**src/rtl/timer_ctrl_defs.vh**
```
// rtl/timer_ctrl_defs.vh - shared state encodings for the down-count timer FSM
`ifndef TIMER_CTRL_DEFS_VH
`define TIMER_CTRL_DEFS_VH

`define TIMER_ST_IDLE   2'd0
`define TIMER_ST_RUN    2'd1
`define TIMER_ST_PAUSED 2'd2

`endif

```
**src/rtl/timer_down4_controller_pkg.sv**
```systemverilog
// rtl/timer_down4_controller_pkg.sv - state type and count helpers for the down-count timer
`include "timer_ctrl_defs.vh"

package timer_down4_controller_pkg;

   typedef enum logic [1:0] {
      ST_IDLE   = `TIMER_ST_IDLE,
      ST_RUN    = `TIMER_ST_RUN,
      ST_PAUSED = `TIMER_ST_PAUSED
   } state_t;

   localparam int COUNT_W = 4;

   // Terminal tick: the count is about to reach zero.
   function automatic logic is_terminal(input logic [COUNT_W-1:0] value);
      return value == COUNT_W'(1);
   endfunction

endpackage

```
**src/rtl/timer_down4_controller_prescaler.sv**
```systemverilog
// rtl/timer_down4_controller_prescaler.sv - clock-cycle prescaler producing decrement ticks
module tick_prescaler #(
   parameter int PRESCALE = 1
) (
   input  logic Clk,
   input  logic Rst,
   input  logic En,
   input  logic Clear,
   output logic Tick
);

   localparam int PW = (PRESCALE > 1) ? $clog2(PRESCALE) : 1;
   localparam logic [PW-1:0] LAST = PW'(PRESCALE - 1);

   logic [PW-1:0] cnt;

   // Frozen whenever En is low, so a pause resumes mid-period.
   always_ff @(posedge Clk) begin
      if (Rst || Clear) begin
         cnt <= '0;
      end else if (En) begin
         cnt <= (cnt == LAST) ? '0 : cnt + PW'(1);
      end
   end

   assign Tick = En && (cnt == LAST);

endmodule

```
**src/rtl/timer_down4_controller.sv**
```systemverilog
// rtl/timer_down4_controller.sv - 4-bit down-count timer with pause, abort and auto-reload
module timer_down4_controller
   import timer_down4_controller_pkg::*;
#(
   parameter int PRESCALE = 1,
   parameter int WIDTH    = 4
) (
   input  logic             Clk,
   input  logic             Rst,
   input  logic             Start,
   input  logic             Pause,
   input  logic             Abort,
   input  logic             Reload,
   input  logic [WIDTH-1:0] LoadVal,
   output logic [WIDTH-1:0] count,
   output logic             Busy,
   output logic             Done,
   output logic             Paused
);

   state_t state;
   logic   tick;
   logic   pre_en;
   logic   pre_clear;

   // The resume edge out of PAUSED also advances the prescaler.
   assign pre_en    = !Abort && !Start && !Pause && (state != ST_IDLE);
   assign pre_clear = Abort || Start;

   tick_prescaler #(
      .PRESCALE(PRESCALE)
   ) u_prescaler (
      .Clk  (Clk),
      .Rst  (Rst),
      .En   (pre_en),
      .Clear(pre_clear),
      .Tick (tick)
   );

   always_ff @(posedge Clk) begin
      if (Rst) begin
         state <= ST_IDLE;
         count <= '0;
         Done  <= 1'b0;
      end else begin
         Done <= 1'b0;
         if (Abort) begin
            state <= ST_IDLE;
            count <= '0;
         end else if (Start) begin
            if (LoadVal != '0) begin
               count <= LoadVal;
               state <= ST_RUN;
            end else begin
               count <= '0;
               state <= ST_IDLE;
               Done  <= 1'b1;
            end
         end else begin
            case (state)
               ST_RUN:    if (Pause)  state <= ST_PAUSED;
               ST_PAUSED: if (!Pause) state <= ST_RUN;
               default:   state <= ST_IDLE;
            endcase
            if (tick) begin
               if (count > WIDTH'(1)) begin
                  count <= count - WIDTH'(1);
               end else if (is_terminal(count) && Reload && (LoadVal != '0)) begin
                  count <= LoadVal;
                  Done  <= 1'b1;
               end else if (is_terminal(count)) begin
                  count <= '0;
                  state <= ST_IDLE;
                  Done  <= 1'b1;
               end else begin
                  // A zero count in RUN cannot normally occur; park without wrapping.
                  state <= ST_IDLE;
               end
            end
         end
      end
   end

   assign Busy   = (state != ST_IDLE);
   assign Paused = (state == ST_PAUSED);

endmodule

```
**config.mk**
```make
export PLATFORM = sky130hd
export DESIGN_NAME = timer_down4_controller
export DESIGN_NICKNAME = d
export VERILOG_FILES = /design/src/rtl/timer_down4_controller_pkg.sv /design/src/rtl/timer_down4_controller_prescaler.sv /design/src/rtl/timer_down4_controller.sv
export VERILOG_INCLUDE_DIRS = /design/src /design/src/rtl
export SDC_FILE = /design/constraint.sdc
export NUM_CORES = 1
export LEC_CHECK = 0
export ABC_AREA = 1
export BUFFER_PORTS_ARGS = -buffer_cell sky130_fd_sc_hd__buf_2
export CORE_MARGIN = 10
export CORE_UTILIZATION = 40
export CTS_BUF_LIST = sky130_fd_sc_hd__clkbuf_16
export DETAILED_ROUTE_END_ITERATION = 7
export GPL_ROUTABILITY_DRIVEN = 0
export GPL_TIMING_DRIVEN = 1
export PLACE_DENSITY_LB_ADDON = 0.12
export RECOVER_POWER = 100
export SLEW_MARGIN = 10
export SYNTH_ARGS = -nofsm -noshare
export SYNTH_HDL_FRONTEND = slang
export SYNTH_SLANG_ARGS = --single-unit
```
**constraint.sdc**
```tcl
create_clock -name Clk -period 1.22 [get_ports Clk]
set_input_delay 0.061 -clock Clk [delete_from_list [all_inputs] [get_ports Clk]]
set_output_delay 0.061 -clock Clk [all_outputs]
set_load 0.02 [all_outputs]
```
## After elaboration in Yosys (flattened, before gate mapping)

Cells that the tools add are included.
W data, S select, Z words.

- Register bits: 8
- Latch bits: 0
- RAM bits: 0
- Bits in read-only memories: 0
- Output and inout port bits: 7
- Logic and storage cells: 49
- Memories kept: 0

- $add $sub $neg: 2
- Multiply operators: 0
- Divide/modulo/power cells: 0
- Order comparisons: 1
- Equal/unequal tests: 3
- Shift-type cells: 0
- Multiplexer cells: 21
- Bitwise operators: 1
- Reduce and logical (&&, ||, !) cells: 17

Operators with widths:

| cell | number |
|---|---|
| $mux W4 | 6 |
| $mux W2 | 6 |
| $mux W1 | 8 |
| $reduce_bool A4 Y1 | 2 |
| $logic_and A1 B1 Y1 | 6 |
| $eq A4 B1 Y1 const B | 1 |
| $gt A4 B1 Y1 const B | 1 |
| $pmux W2 S2 | 1 |
| $reduce_bool A2 Y1 | 2 |
| $sub A4 B1 Y4 const B | 1 |
| $logic_not A1 Y1 | 3 |
| $eq A2 B1 Y1 const B | 1 |
| $eq A2 B2 Y1 const B | 1 |
| $logic_or A1 B1 Y1 | 2 |
| $reduce_and A2 Y1 | 1 |
| $reduce_or A2 Y1 | 1 |
| $add A1 B1 Y1 const B | 1 |
| $not A1 Y1 | 1 |

## Longest topological paths before layout

Gate-level depths: netlist (run 1).

- Depth in word-level cells: 7
- Depth in mapped cells: 10
- Mapped depth without buffers: 10

## By module

A second synthesis (run 1) with hierarchy kept.

- Cells, all modules: 87
- Area, all modules: 574.3 um^2

By module, submodules not included:

| module | instances | cells each | area an instance (um^2) | sequential area each (um^2) |
|---|---|---|---|---|
| timer_down4_controller | 1 | 86 | 566.8 | 140.1 |
| tick_prescaler | 1 | 1 | 7.5 | 0.0 |

## Worst setup path after synthesis (run 1)

OpenSTA, ideal clock, no wires.

- Path type: flip-flop to flip-flop
- Start point: register state[0]
- End point: register state[0]
- Library setup time: 0.121 ns
- Arrival: 1.261 ns
- Data required time: 1.099 ns
- Slack: -0.162 ns
- Cell stages (with the launch flop): 11
- Cell sequence: dfxtp_1 > inv_1 > ha_1 > inv_1 > nand2_1 > nor2_4 > inv_1 > nor2_1 > nand2_1 > nand3_1 > o21ai_0

- Elaborated cells between the ends (all ways): 12
- Those cells by class: eq/ne: 2; mux: 7; reduce/logical: 3

RTL lines:

| item | RTL line | source |
|---|---|---|
| start: declaration | timer_down4_controller.sv:21 | `state_t state;` |
| start signal: assignment | timer_down4_controller.sv:42 | `state <= ST_IDLE;` |
| start signal: assignment | timer_down4_controller.sv:48 | `state <= ST_IDLE;` |
| start signal: assignment | timer_down4_controller.sv:53 | `state <= ST_RUN;` |
| $reduce_bool A2 Y1 | -- |  |
| net Busy | timer_down4_controller.sv:16 | `output logic Busy,` |
| $logic_and A1 B1 Y1 | timer_down4_controller.sv:27 | `assign pre_en = !Abort && !Start && !Pause && (state != ST_IDLE);` |
| $logic_and A1 B1 Y1 | timer_down4_controller_prescaler.sv:26 | `assign Tick = En && (cnt == LAST);` |
| $mux W2 | timer_down4_controller.sv:65 | `if (tick) begin` |
| $mux W2 | timer_down4_controller.sv:50 | `end else if (Start) begin` |

The timed path passes the listed nets, and every way through them passes these cells.
A chain may end at the register's enable or synchronous reset.

## Final worst setup path (run 1)

- Start point: register count[1]
- End point: register state[0]

- Cells in the longest elaborated chain, start to end: 7
- Elaborated cells between the ends (all ways): 8
- Those cells by class: order compare: 1; eq/ne: 1; mux: 4; reduce/logical: 2

Ends and longest elaborated chain:

| item | RTL line | source |
|---|---|---|
| start: declaration | timer_down4_controller.sv:15 | `output logic [WIDTH-1:0] count,` |
| start signal: assignment | timer_down4_controller.sv:52 | `count <= LoadVal;` |
| start signal: assignment | timer_down4_controller.sv:67 | `count <= count - WIDTH'(1);` |
| start signal: assignment | timer_down4_controller.sv:69 | `count <= LoadVal;` |
| $eq A4 B1 Y1 | timer_down4_controller_pkg.sv:16 | `return value == COUNT_W'(1);` |
| $logic_and A1 B1 Y1 (2 in a row) | timer_down4_controller.sv:68 | `end else if (is_terminal(count) && Reload && (LoadVal != '0)) begin` |
| $mux W2 | timer_down4_controller.sv:68 |  |
| $mux W2 * | timer_down4_controller.sv:66 | `if (count > WIDTH'(1)) begin` |
| $mux W2 * | timer_down4_controller.sv:65 |  |
| $mux W2 * | timer_down4_controller.sv:50 |  |
| end signal: assignment | timer_down4_controller.sv:48 |  |
| end signal: assignment | timer_down4_controller.sv:53 |  |
| end signal: assignment | timer_down4_controller.sv:73 | `state <= ST_IDLE;` |

Every way passes the cells marked *; elsewhere a longest branch is shown, timed or not.

==> results.md, run 1 <==
* CTS Sinks at 7
* FF+latch area at 150 um2
* Top-count cell post-synth: nand2_1
* HP Class: primary input to flip-flop
* Crit path largest cell delay at 0.35 ns
* Routed wl met3 at about 140 um
* WS Path Type: flip-flop to flip-flop
* Placed Instance Area at 828 um2
* Worst setup EP type: flip-flop
* Ordered list of cells on the worst path: inv_4 > ha_4 > inv_4 > nor3_4 > nand3_2 > nand2_1 > nand3_1 > o21ai_0
* Cts hold-fix bufs at 0
* Global-route wire length before repair at 3110 um
* Warnings, synthesis at 0
* Num CTS Buffers at 3
* Share of layout cells above drive strength 1 at 0.554
* Via/cell ratio at about 4.9
* Design Area, Final at around 0.001 mm2
* Syn_area_per_cell at 6.27 um2
* HPWL after DPL at 1270 um
* Async SR Flop Fraction at 0
* Core area at 0.00132 mm2
* Detailed Routing Iterations Pass 1 at 4
* P_int at slightly below 0.8 mW
* Clock Path Buffers at 2
* Number of port buffers at 16
* Remaining global-route overflow at 0
* RSZ-0062 raised after global routing: yes
* Synth cell count leaders: nand2_1 (29), nor2_1 (13), inv_1 (12), dfxtp_1 (7), nand3_1 (7)
* FILL cells at 88
* Largest delay contributor family on the critical path: simple AND/OR/NAND/NOR gates
* Cell Area, Synth at around 560 um2
* Residual DRC at 0
* WL met2 at 821 um
* Total GRT Usage at 0.116
* Top-area cell type share of the netlist area at 0.248
* Power Density at 1060 mW/mm2
* CP dominant cell by count: inv_4
* WL met1 at between 900 and 1000 um
* Multi-input logic area at approximately 490 um2
* Critical path buffer and inverter count at 2
* Clock power frac at 0.508
* Tmin final at ~1.3 ns
* Uppermost layer routed: met4
* Switching Fraction at 0.269
* Layout area overhead at 81.6%
* Routed Wire Length at 1930 um
* Syn Inst Count at 90
* Die area at 0.00331 mm2
* Psw at a little under 0.3 mW
* Flop pwr share at 0.227
* Failing checks: negative setup slack
* Largest net degree at the start of global routing at 6
* EDFF count, synth at 0
* Seq/Total Area, Yosys at 0.248
* Comb pwr share at 0.264
* Number of I/O pins at 17
* Synth area leader: dfxtp_1
* Outcome: complete, but fails checks
* Clock skew at ~0.00017 ns
* Slew Viols, Final at 0
* Peak supply drop at 0.00105 V
* Initial core utilization at 0.428
* Crit path max fanout at 3
* Max Clk Rate at 747 MHz
* Number of nets in the layout at about 150
* CP max-delay cell: dfxtp_4
* Initial antenna violation count at 0
* CTS tree: yes
* Worst-Margin Slew at 0.260 ns
* Top FF cell, synth: dfxtp_1
* Flops & latches, synth at 7
* Die W at approximately 58 um
* Root Driver: clkbuf_16
* Pleak at 0.482 nW
* Depth of the CTS H-tree at 1
* Unique cell type count in the Yosys netlist at 16
* DIE HEIGHT at ~58 um
* Final worst-path cycle share at 1.10
* Final setup viols at 6
* Wire per inst at 13.3 um
* Crit start category: flip-flop
* Top cells by area, synth: dfxtp_1 (25%), nand2_1 (19%), ha_1 (11%)
* Row cnt at 13
* Tot Pwr at 1.08 mW
* Syn Nets at 105
* Vias in the first global route at 719
* Post-route ant nets at 0
* Final Hold Violating Endpoints at 0
* DR vias at 714
* Setup slack after layout at -0.119 ns
* Worst slew margin at 0.827
* Max-Cap Viols at 0
* CP arrival at 1.48 ns
* Critical path data required time at 1.36 ns
* ANT cells at 0
* Clk_lat worst skew at around 0.23 ns
* Reg clk slew, reported paths at 0.04 ns
* Initial DRC Count at 15
==> layer usage <==
metal	vias to the layer above	GRT usage
li1	361	-
met5	-	0
met4	0	0.0705
met2	24	0.166
met1	322	0.144
met3	7	0.0398
==> power by group through the flow <==
stage | Combinational, mW | Clock (mW) | Sequential (mW)
after floorplan | 0.117 | 0 | 0.261
after global placement | 0.217 | 0 | 0.249
after detailed placement | 0.219 | 0 | 0.249
after CTS | 0.256 | 0.555 | 0.246
after global routing | 0.312 | 0.572 | 0.248
final | 0.286 | 0.551 | 0.246
==> per-stage QoR <==
| step | cells | worst slack (ns) | setup TNS [ns] | hold slack [ns] | util |
|---|---|---|---|---|---|
| global placement | 136 | -0.121 | -0.500 | 0.323 | 0.629 |
| detailed placement | 136 | -0.114 | -0.457 | 0.329 | 0.629 |
| finish | 145 | -0.119 | -0.608 | 0.0901 | 0.778 |
| CTS | 143 | -0.0759 | -0.393 | 0.0723 | 0.745 |
| floorplan | 90 | -0.00288 | -0.00288 | 0.201 | - |
| global route | 145 | -0.161 | -1.00 | 0.0974 | 0.778 |
==> sequential cells by signal, indices dropped and copies added, names as in the netlist <==
signal and cells:
state 2, count 4, Done 1
==> cell type report <==
class,count,share of cell area
multi-input combinational,70,0.481
sequential,7,0.147
clock inverter,1,0.00366
timing repair buffer,36,0.222
inverter,13,0.0549
tap,15,0.0183
clock buffer,3,0.0733
==> kinds of logic after synthesis <==
| family | after synthesis | share of synthesized area |
|---|---|---|
| buffers and inverters | 13 | 0.0865 |
| xor gates and xnor gates | 1 | 0.0155 |
| DFF | 7 | 0.248 |
| adders and majority gates | 5 | 0.111 |
| and+or+nand+nor | 53 | 0.401 |
| AOI/OAI and AO/OA | 11 | 0.137 |
==> final timing paths <==
| path | from | endpoint | slack (ns) | cells past startpoint |
|---|---|---|---|---|
| setup / recovery | count[1]$_SDFFE_PP0P_ | state[0]$_SDFF_PP0_ | -0.12 | 8 |
| hold / removal | LoadVal[1] | count[1]$_SDFFE_PP0P_ | 0.09 | 3 |
| setup reg to reg | count[1]$_SDFFE_PP0P_ | state[0]$_SDFF_PP0_ | -0.12 | 8 |
| hold reg to reg | state[1]$_SDFF_PP0_ | state[1]$_SDFF_PP0_ | 0.61 | 3 |
==> layout by cell type (no fill, tap or decap), types with 4 or more instances in the layout <==
cell type	count
buf_2	11
inv_2	4
nand2_2	6
inv_1	7
nand3_1	6
clkbuf_1	5
nand2_1	22
a21oi_2	5
nor2_1	8
buf_4	19
==> what timing repair did <==
action	in CTS	in global routing
pin swaps	11	5
buffers inserted	3	2
cloned	0	0
resized for setup	13	10
endpoints found under the setup margin	6	8
==> worst min-delay path: cells and delay by family <==
family / cells / cell delay (ns)
AOI/OAI and AO/OA: 1 / 0.05
and+or+nand+nor: 1 / 0.07
buffers and inverters: 1 / 0.10
Note: power is estimated with default switching activity, not from simulation.
==> run 2: changes to the inputs <==
CORE_UTILIZATION = 35   (was 40)
==> run 2 against run 1 <==
Net effect:
- the flow still finishes with violations (negative setup slack)
- hold slack got worse by 0.019 ns
- die area up 9.2%
- global-route usage fell by 0.88 points
- clock power increased by 2%
- clock-buffer cell count unchanged
- register-to-register slack gained 0.09 ns
- first-iteration DRC count is 47% lower
- non-clock buffer count is 4 lower
- clock skew is 0.0010 ns higher
- critical path type unchanged
- largest power group unchanged
- highest routed layer unchanged
==> results.md, run 2 (synthesis results as in run 1) <==
* Worst slew margin at 0.830 (was 0.827)
* Routed Wire Length at 1750 um (was 1930 um)
* Max-Cap Viols at 0 (unchanged)
* CP arrival at 1.41 ns (was 1.48 ns)
* Failing checks: negative setup slack (unchanged)
* Number of port buffers at 16 (unchanged)
* Peak supply drop at 0.000682 V (was 0.00105 V)
* GRT busiest layer: met2 (unchanged)
* Initial DRC Count at 8 (was 15)
* Commonest non-fill, non-tap cell in the layout: nand2_1 (unchanged)
* Total GRT Usage at 0.107 (was 0.116)
* Setup Slack @ Placement at -0.0920 ns (was -0.114 ns)
* Max Clk Rate at 803 MHz (was 747 MHz)
* P_int at 0.771 mW (was 0.792 mW)
* Pleak at 0.461 nW (was 0.482 nW)
* ANT cells at 0 (unchanged)
* Detailed Routing Iterations Pass 1 at 4 (unchanged)
* Worst setup EP type: flip-flop (unchanged)
* Clock Path Buffers at 2 (unchanged)
* Crit start category: flip-flop (unchanged)
* Critical path buffer and inverter count at 2 (unchanged)
* Final worst-path cycle share at 1.02 (was 1.10)
* Num CTS Buffers at 3 (unchanged)
* Crit path max fanout at 4 (was 3)
* Via/cell ratio at 4.68 (was 4.92)
* Final setup viols at 5 (was 6)
* Psw at 0.284 mW (was 0.292 mW)
* Global-route wire length before repair at 2970 um (was 3110 um)
* CTS Sinks at 7 (unchanged)
* HP Class: primary input to flip-flop (unchanged)
* Power Density at 1070 mW/mm2 (was 1060 mW/mm2)
* Met3 Track Usage GR at 0.0466 (was 0.0398)
* Die area at 0.00362 mm2 (was 0.00331 mm2)
* Residual DRC at 0 (unchanged)
* CP max-delay cell: dfxtp_4 (unchanged)
* Ordered list of cells on the worst path: inv_4 > ha_4 > inv_4 > nor3_4 > nand3_2 > nand2_4 > nand2_1 > a21oi_2 (was inv_4 > ha_4 > inv_4 > nor3_4 > nand3_2 > nand2_1 > nand3_1 > o21ai_0)
* Depth of the CTS H-tree at 1 (unchanged)
* Layout area overhead at 74.9% (was 81.6%)
* Most flops, register: count (unchanged)
* Largest delay contributor family on the critical path: simple AND/OR/NAND/NOR gates (unchanged)
* Share of layout cells above drive strength 1 at 0.540 (was 0.554)
* Design Area, Final at 987 um2 (was 0.00102 mm2)
* Slew Viols, Final at 0 (unchanged)
* Largest net degree at the start of global routing at 9 (was 6)
* Comb pwr share at 0.229 (was 0.264)
* Setup slack after layout at -0.0260 ns (was -0.119 ns)
* Clk_lat worst skew at 0.23 ns (about the same)
* Switching Fraction at 0.269 (about the same)
* Met2 usage at 0.150 (was 0.166)
* Clock skew at 0.00122 ns (was 0.000175 ns)
* RSZ-0062 raised after global routing: yes (unchanged)
* Outcome: complete, but fails checks (unchanged)
* Most frequent cells in the layout: nand2_1 (22), buf_4 (16), nor2_1 (11), buf_2 (11) (was nand2_1 (22), buf_4 (19), buf_2 (11), nor2_1 (8), inv_1 (7))
* Reg clk slew, reported paths at 0.04 ns (about the same)
* CTS tree: yes (unchanged)
* Biggest regs: count: 4 flops, state: 2 flops, Done: 1 flops (unchanged)
* Post-route ant nets at 0 (unchanged)
* Critical path data required time at 1.39 ns (was 1.36 ns)
* GR Layer Usage met1 at 0.136 (was 0.144)
* Wire per inst at 12.3 um (was 13.3 um)
* Crit path largest cell delay at 0.34 ns (was 0.35 ns)
* Initial core utilization at 0.370 (was 0.428)
* Row cnt at 14 (was 13)
* DIE HEIGHT at 60.2 um (was 57.6 um)
* Final Hold Violating Endpoints at 0 (unchanged)
* Number of flip-flops under the largest register name at 4 (unchanged)
* Flop pwr share at 0.238 (was 0.227)
* Worst-Margin Slew at 0.254 ns (was 0.260 ns)
* Root Driver: clkbuf_16 (unchanged)
* Cts hold-fix bufs at 0 (unchanged)
* Tmin final at 1.25 ns (was 1.34 ns)
* Non-Filler Instances at 142 (was 145)
* Placed cell count at 132 (was 136)
* Core area at 0.00152 mm2 (was 0.00132 mm2)
* DR vias at 664 (was 714)
* Die W at 60.2 um (was 57.6 um)
* Initial antenna violation count at 0 (unchanged)
* HPWL after DPL at 1240 um (was 1270 um)
* Placed Instance Area at 792 um2 (was 828 um2)
* Remaining global-route overflow at 0 (unchanged)
* CP dominant cell by count: inv_4 (unchanged)
* Number of nets in the layout at 142 (was 146)
* WS Path Type: flip-flop to flip-flop (unchanged)
* Vias in the first global route at 667 (was 719)
* Clock power frac at 0.533 (was 0.508)
* Number of I/O pins at 17 (unchanged)
==> run 2: final timing paths <==
check | slack, ns | startpoint | cells after the start | end
hold reg to reg | 0.61 | count[2]$_SDFFE_PP0P_ | 4 | count[2]$_SDFFE_PP0P_
setup / recovery | -0.03 | count[1]$_SDFFE_PP0P_ | 8 | count[2]$_SDFFE_PP0P_
hold / removal | 0.07 | LoadVal[0] | 3 | count[0]$_SDFFE_PP0P_
setup reg to reg | -0.03 | count[1]$_SDFFE_PP0P_ | 8 | count[2]$_SDFFE_PP0P_
==> run 2: worst min-delay path, cell delays in order <==
cell	delay (ns)
buf_2	0.11
nand2_2	0.06
a21oi_2	0.04
==> run 2: power by group through the flow <==
stage / sequential (mW) / clock (mW) / combinational (mW)
final: 0.251 / 0.563 / 0.241
after global routing: 0.252 / 0.580 / 0.269
after CTS: 0.249 / 0.568 / 0.234
after detailed placement: 0.250 / 0 / 0.198
after global placement: 0.250 / 0 / 0.197
after floorplan: 0.261 / 0 / 0.117
==> run 2: final cells by class <==
class | instances | area (um2)
clock inverters | 1 | 3.75
fillers | 127 | 537
clock buffers | 3 | 75.1
inverters | 13 | 56.3
flip-flops and latches | 7 | 151
well taps | 16 | 20.0
repair buffers | 32 | 195
multi-input cells | 70 | 485
==> run 2: metrics by stage <==
step                       util  power, mW  setup TNS (ns)  hold WS, ns
after floorplan               -      0.378        -0.00288        0.201
after global placement    0.520      0.447          -0.410        0.320
after detailed placement  0.520      0.448          -0.371        0.321
after CTS                 0.628       1.05         -0.0422       0.0790
after global routing      0.648       1.10          -0.545       0.0737
final                     0.648       1.06          -0.101       0.0711
==> run 2: what timing repair did <==
action / CTS / global route
gates cloned: 0 / 0
endpoints found under the setup margin: 6 / 7
gates resized for setup: 15 / 7
pin swaps: 6 / 4
buffers inserted: 4 / 2
==> run 2: routing by layer <==
| layer | wire length [um] | vias to the layer above | share of wire |
|---|---|---|---|
| li1 | - | 358 | - |
| met1 | 822 | 284 | 0.47 |
| met2 | 748 | 18 | 0.43 |
| met3 | 150 | 4 | 0.086 |
| met4 | 29 | 0 | 0.017 |
| met5 | 0 | - | 0 |
==> run 3: changes to the inputs <==
PLACE_DENSITY_LB_ADDON = unset   (was 0.12)
==> run 3 against run 2 <==
Net effect:
- the flow still finishes with violations (negative setup slack)
- hold slack better by 0.0076 ns
- clock skew is 0.00072 ns lower
- sequential share of layout area is 0.75 points higher
- register-to-register slack worse by 0.04 ns
- clock-buffer cell count stayed put
- wire length is 5.1% lower
- die area stayed put
- via count is 2.7% lower
- critical path type unchanged
- highest routed layer unchanged
==> results.md, run 3 (synthesis results as in run 1) <==
* WS Path Type: flip-flop to flip-flop (unchanged)
* Clk_lat worst skew at 0.23 ns (about the same)
* Crit path largest cell delay at 0.34 ns (about the same)
* Critical path buffer and inverter count at 2 (unchanged)
* Biggest regs: count: 4 flops, state: 2 flops, Done: 1 flops (unchanged)
* Failing checks: negative setup slack (unchanged)
* FILL cells at 133 (was 127)
* Post-layout util at 0.612 (was 0.648)
* RSZ-0062 raised after global routing: yes (unchanged)
* Depth of the CTS H-tree at 1 (unchanged)
* Number of nets in the layout at 136 (was 142)
* HPWL after DPL at 1220 um (was 1240 um)
* FF-to-FF Start: count[1]$_SDFFE_PP0P_ (unchanged)
* Vias in the first global route at 653 (was 667)
* Clock Path Buffers at 2 (unchanged)
* Power Density at 1090 mW/mm2 (was 1070 mW/mm2)
* Number of port buffers at 16 (unchanged)
* Critical path data required time at 1.38 ns (was 1.39 ns)
* Num CTS Buffers at 3 (unchanged)
* Root Driver: clkbuf_16 (unchanged)
* Worst slew margin at 0.808 (was 0.830)
* Routed Wire Length at 1660 um (was 1750 um)
* Max-Cap Viols at 0 (unchanged)
* FF+latch area at 150 um2 (was 151 um2)
* Row cnt at 14 (unchanged)
* CTS Sinks at 7 (unchanged)
* Slew Viols, Final at 0 (unchanged)
* Slack of the worst reg-to-reg path at -0.06 ns (was -0.03 ns)
* Final worst-path cycle share at 1.05 (was 1.02)
* Die W at 60.2 um (unchanged)
* Commonest non-fill, non-tap cell in the layout: nand2_1 (unchanged)
* Peak supply drop at 0.000880 V (was 0.000682 V)
* Crit start category: flip-flop (unchanged)
* Flop pwr share at 0.247 (was 0.238)
* Reg2Reg Depth at 8 (unchanged)
* P_int at 0.754 mW (was 0.771 mW)
* Worst setup EP type: flip-flop (unchanged)
* Core area at 0.00152 mm2 (unchanged)
* Non-Filler Instances at 136 (was 142)
* ANT cells at 0 (unchanged)
* Worst R2R End: count[1]$_SDFFE_PP0P_ (was count[2]$_SDFFE_PP0P_)
* Multi-input logic area at 478 um2 (was 485 um2)
* HP Class: primary input to flip-flop (unchanged)
* Initial DRC Count at 13 (was 8)
* Tmin final at 1.28 ns (was 1.25 ns)
* Largest net degree at the start of global routing at 9 (unchanged)
* Psw at 0.259 mW (was 0.284 mW)
* Most frequent cells in the layout: nand2_1 (20), buf_2 (12), nor2_1 (11), buf_4 (10), nand2_2 (8) (was nand2_1 (22), buf_4 (16), nor2_1 (11), buf_2 (11))
* CP max-delay cell: dfxtp_4 (unchanged)
* CP dominant cell by count: inv_4 (unchanged)
* Initial antenna violation count at 0 (unchanged)
* Max Clk Rate at 779 MHz (was 803 MHz)
* Setup tns final at -0.266 ns (was -0.101 ns)
* Number of flip-flops under the largest register name at 4 (unchanged)
* Final Hold Violating Endpoints at 0 (unchanged)
* Largest delay contributor family on the critical path: simple AND/OR/NAND/NOR gates (unchanged)
* Post-route ant nets at 0 (unchanged)
* Outcome: complete, but fails checks (unchanged)
* Share of layout cells above drive strength 1 at 0.525 (was 0.540)
* Clock skew at 0.000502 ns (was 0.00122 ns)
* Number of I/O pins at 17 (unchanged)
* Via/cell ratio at 4.75 (was 4.68)
* Clock power frac at 0.534 (was 0.533)
* Wire per inst at 12.2 um (was 12.3 um)
* Remaining global-route overflow at 0 (unchanged)
* Residual DRC at 0 (unchanged)
* Initial core utilization at 0.370 (unchanged)
* Switching Fraction at 0.255 (was 0.269)
* Ordered list of cells on the worst path: inv_4 > ha_4 > inv_4 > nor3_4 > nand3_2 > nand2_4 > nand2_2 > a21oi_2 (was inv_4 > ha_4 > inv_4 > nor3_4 > nand3_2 > nand2_4 > nand2_1 > a21oi_2)
* Reg clk slew, reported paths at 0.03 ns (was 0.04 ns)
* CP arrival at 1.44 ns (was 1.41 ns)
* Pleak at 0.430 nW (was 0.461 nW)
* Layout area overhead at 65.4% (was 74.9%)
* Crit path max fanout at 4 (unchanged)
* Global-route wire length before repair at 2730 um (was 2970 um)
* DR vias at 646 (was 664)
* Total GRT Usage at 0.0954 (was 0.107)
* Placed cell count at 130 (was 132)
* Placed Instance Area at 777 um2 (was 792 um2)
* CP endpoint: count[1]$_SDFFE_PP0P_ (was count[2]$_SDFFE_PP0P_)
* Critical Path Source: count[1]$_SDFFE_PP0P_ (unchanged)
* Die area at 0.00362 mm2 (unchanged)
* Comb pwr share at 0.219 (was 0.229)
* Worst hold start: LoadVal[0] (unchanged)
* CTS tree: yes (unchanged)
* DIE HEIGHT at 60.2 um (unchanged)
* Setup slack after layout at -0.0636 ns (was -0.0260 ns)
* Crit. path cell count at 8 (unchanged)
* Detailed Routing Iterations Pass 1 at 4 (unchanged)
* Design Area, Final at 933 um2 (was 987 um2)
* Most flops, register: count (unchanged)
* Final setup viols at 6 (was 5)
* Worst-Margin Slew at 0.290 ns (was 0.254 ns)
-- run 3: changes by cell type in the layout (fill, tap and decap cells not counted), sizes merged --
cell	previous run	this run
buf	27	22
clkbuf	8	7
-- run 3: timing repair --
| item | in CTS | in global routing |
|---|---|---|
| hold buffers | 0 | 0 |
| setup endpoints to repair | 6 | 6 |
| resized for setup | 12 | 9 |
| setup buffers | 2 | 0 |
| pin swaps | 12 | 5 |
-- run 3: worst min-delay path: cells and delay by family --
family                 cells  cell delay [ns]
buffers and inverters      1             0.11
AOI/OAI and AO/OA          1             0.04
and+or+nand+nor            1             0.06
-- run 3: worst min path at each step --
stage	slack [ns]	depth (start not counted)	to
after CTS	0.08	3	count[0]$_SDFFE_PP0P_
after global placement	0.32	3	count[0]$_SDFFE_PP0P_
final	0.08	3	count[0]$_SDFFE_PP0P_
after global routing	0.09	3	count[0]$_SDFFE_PP0P_
after floorplan	0.20	2	state[1]$_SDFF_PP0_
after detailed placement	0.33	3	count[0]$_SDFFE_PP0P_
-- run 3: power groups by stage --
stage | combinational, mW | sequential, mW | clock (mW)
after floorplan | 0.117 | 0.261 | 0
after global placement | 0.191 | 0.251 | 0
after detailed placement | 0.193 | 0.250 | 0
after CTS | 0.213 | 0.249 | 0.547
after global routing | 0.247 | 0.251 | 0.563
final | 0.222 | 0.250 | 0.541
-- run 3: through the flow --
stage,setup slack (ns),hold slack (ns),power (mW)
after global routing,-0.116,0.0921,1.06
after detailed placement,-0.0536,0.328,0.443
after global placement,-0.0642,0.321,0.442
final,-0.0636,0.0787,1.01
after CTS,-0.0277,0.0806,1.01
after floorplan,-0.00288,0.201,0.378
-- run 3: layout make-up --
cell class / count / share of cell area
flip-flops and latches: 7 / 0.161
clock inverters: 1 / 0.00402
multi-input cells: 70 / 0.512
clock buffers: 3 / 0.0804
inverters: 13 / 0.0603
repair buffers: 26 / 0.161
well taps: 16 / 0.0214
-- run 3: layer usage --
metal	wire, um	share of wire	track usage
met1	757	0.46	0.116
met2	717	0.43	0.140
met3	152	0.092	0.0445
met4	34	0.020	0.0385
met5	0	0	0
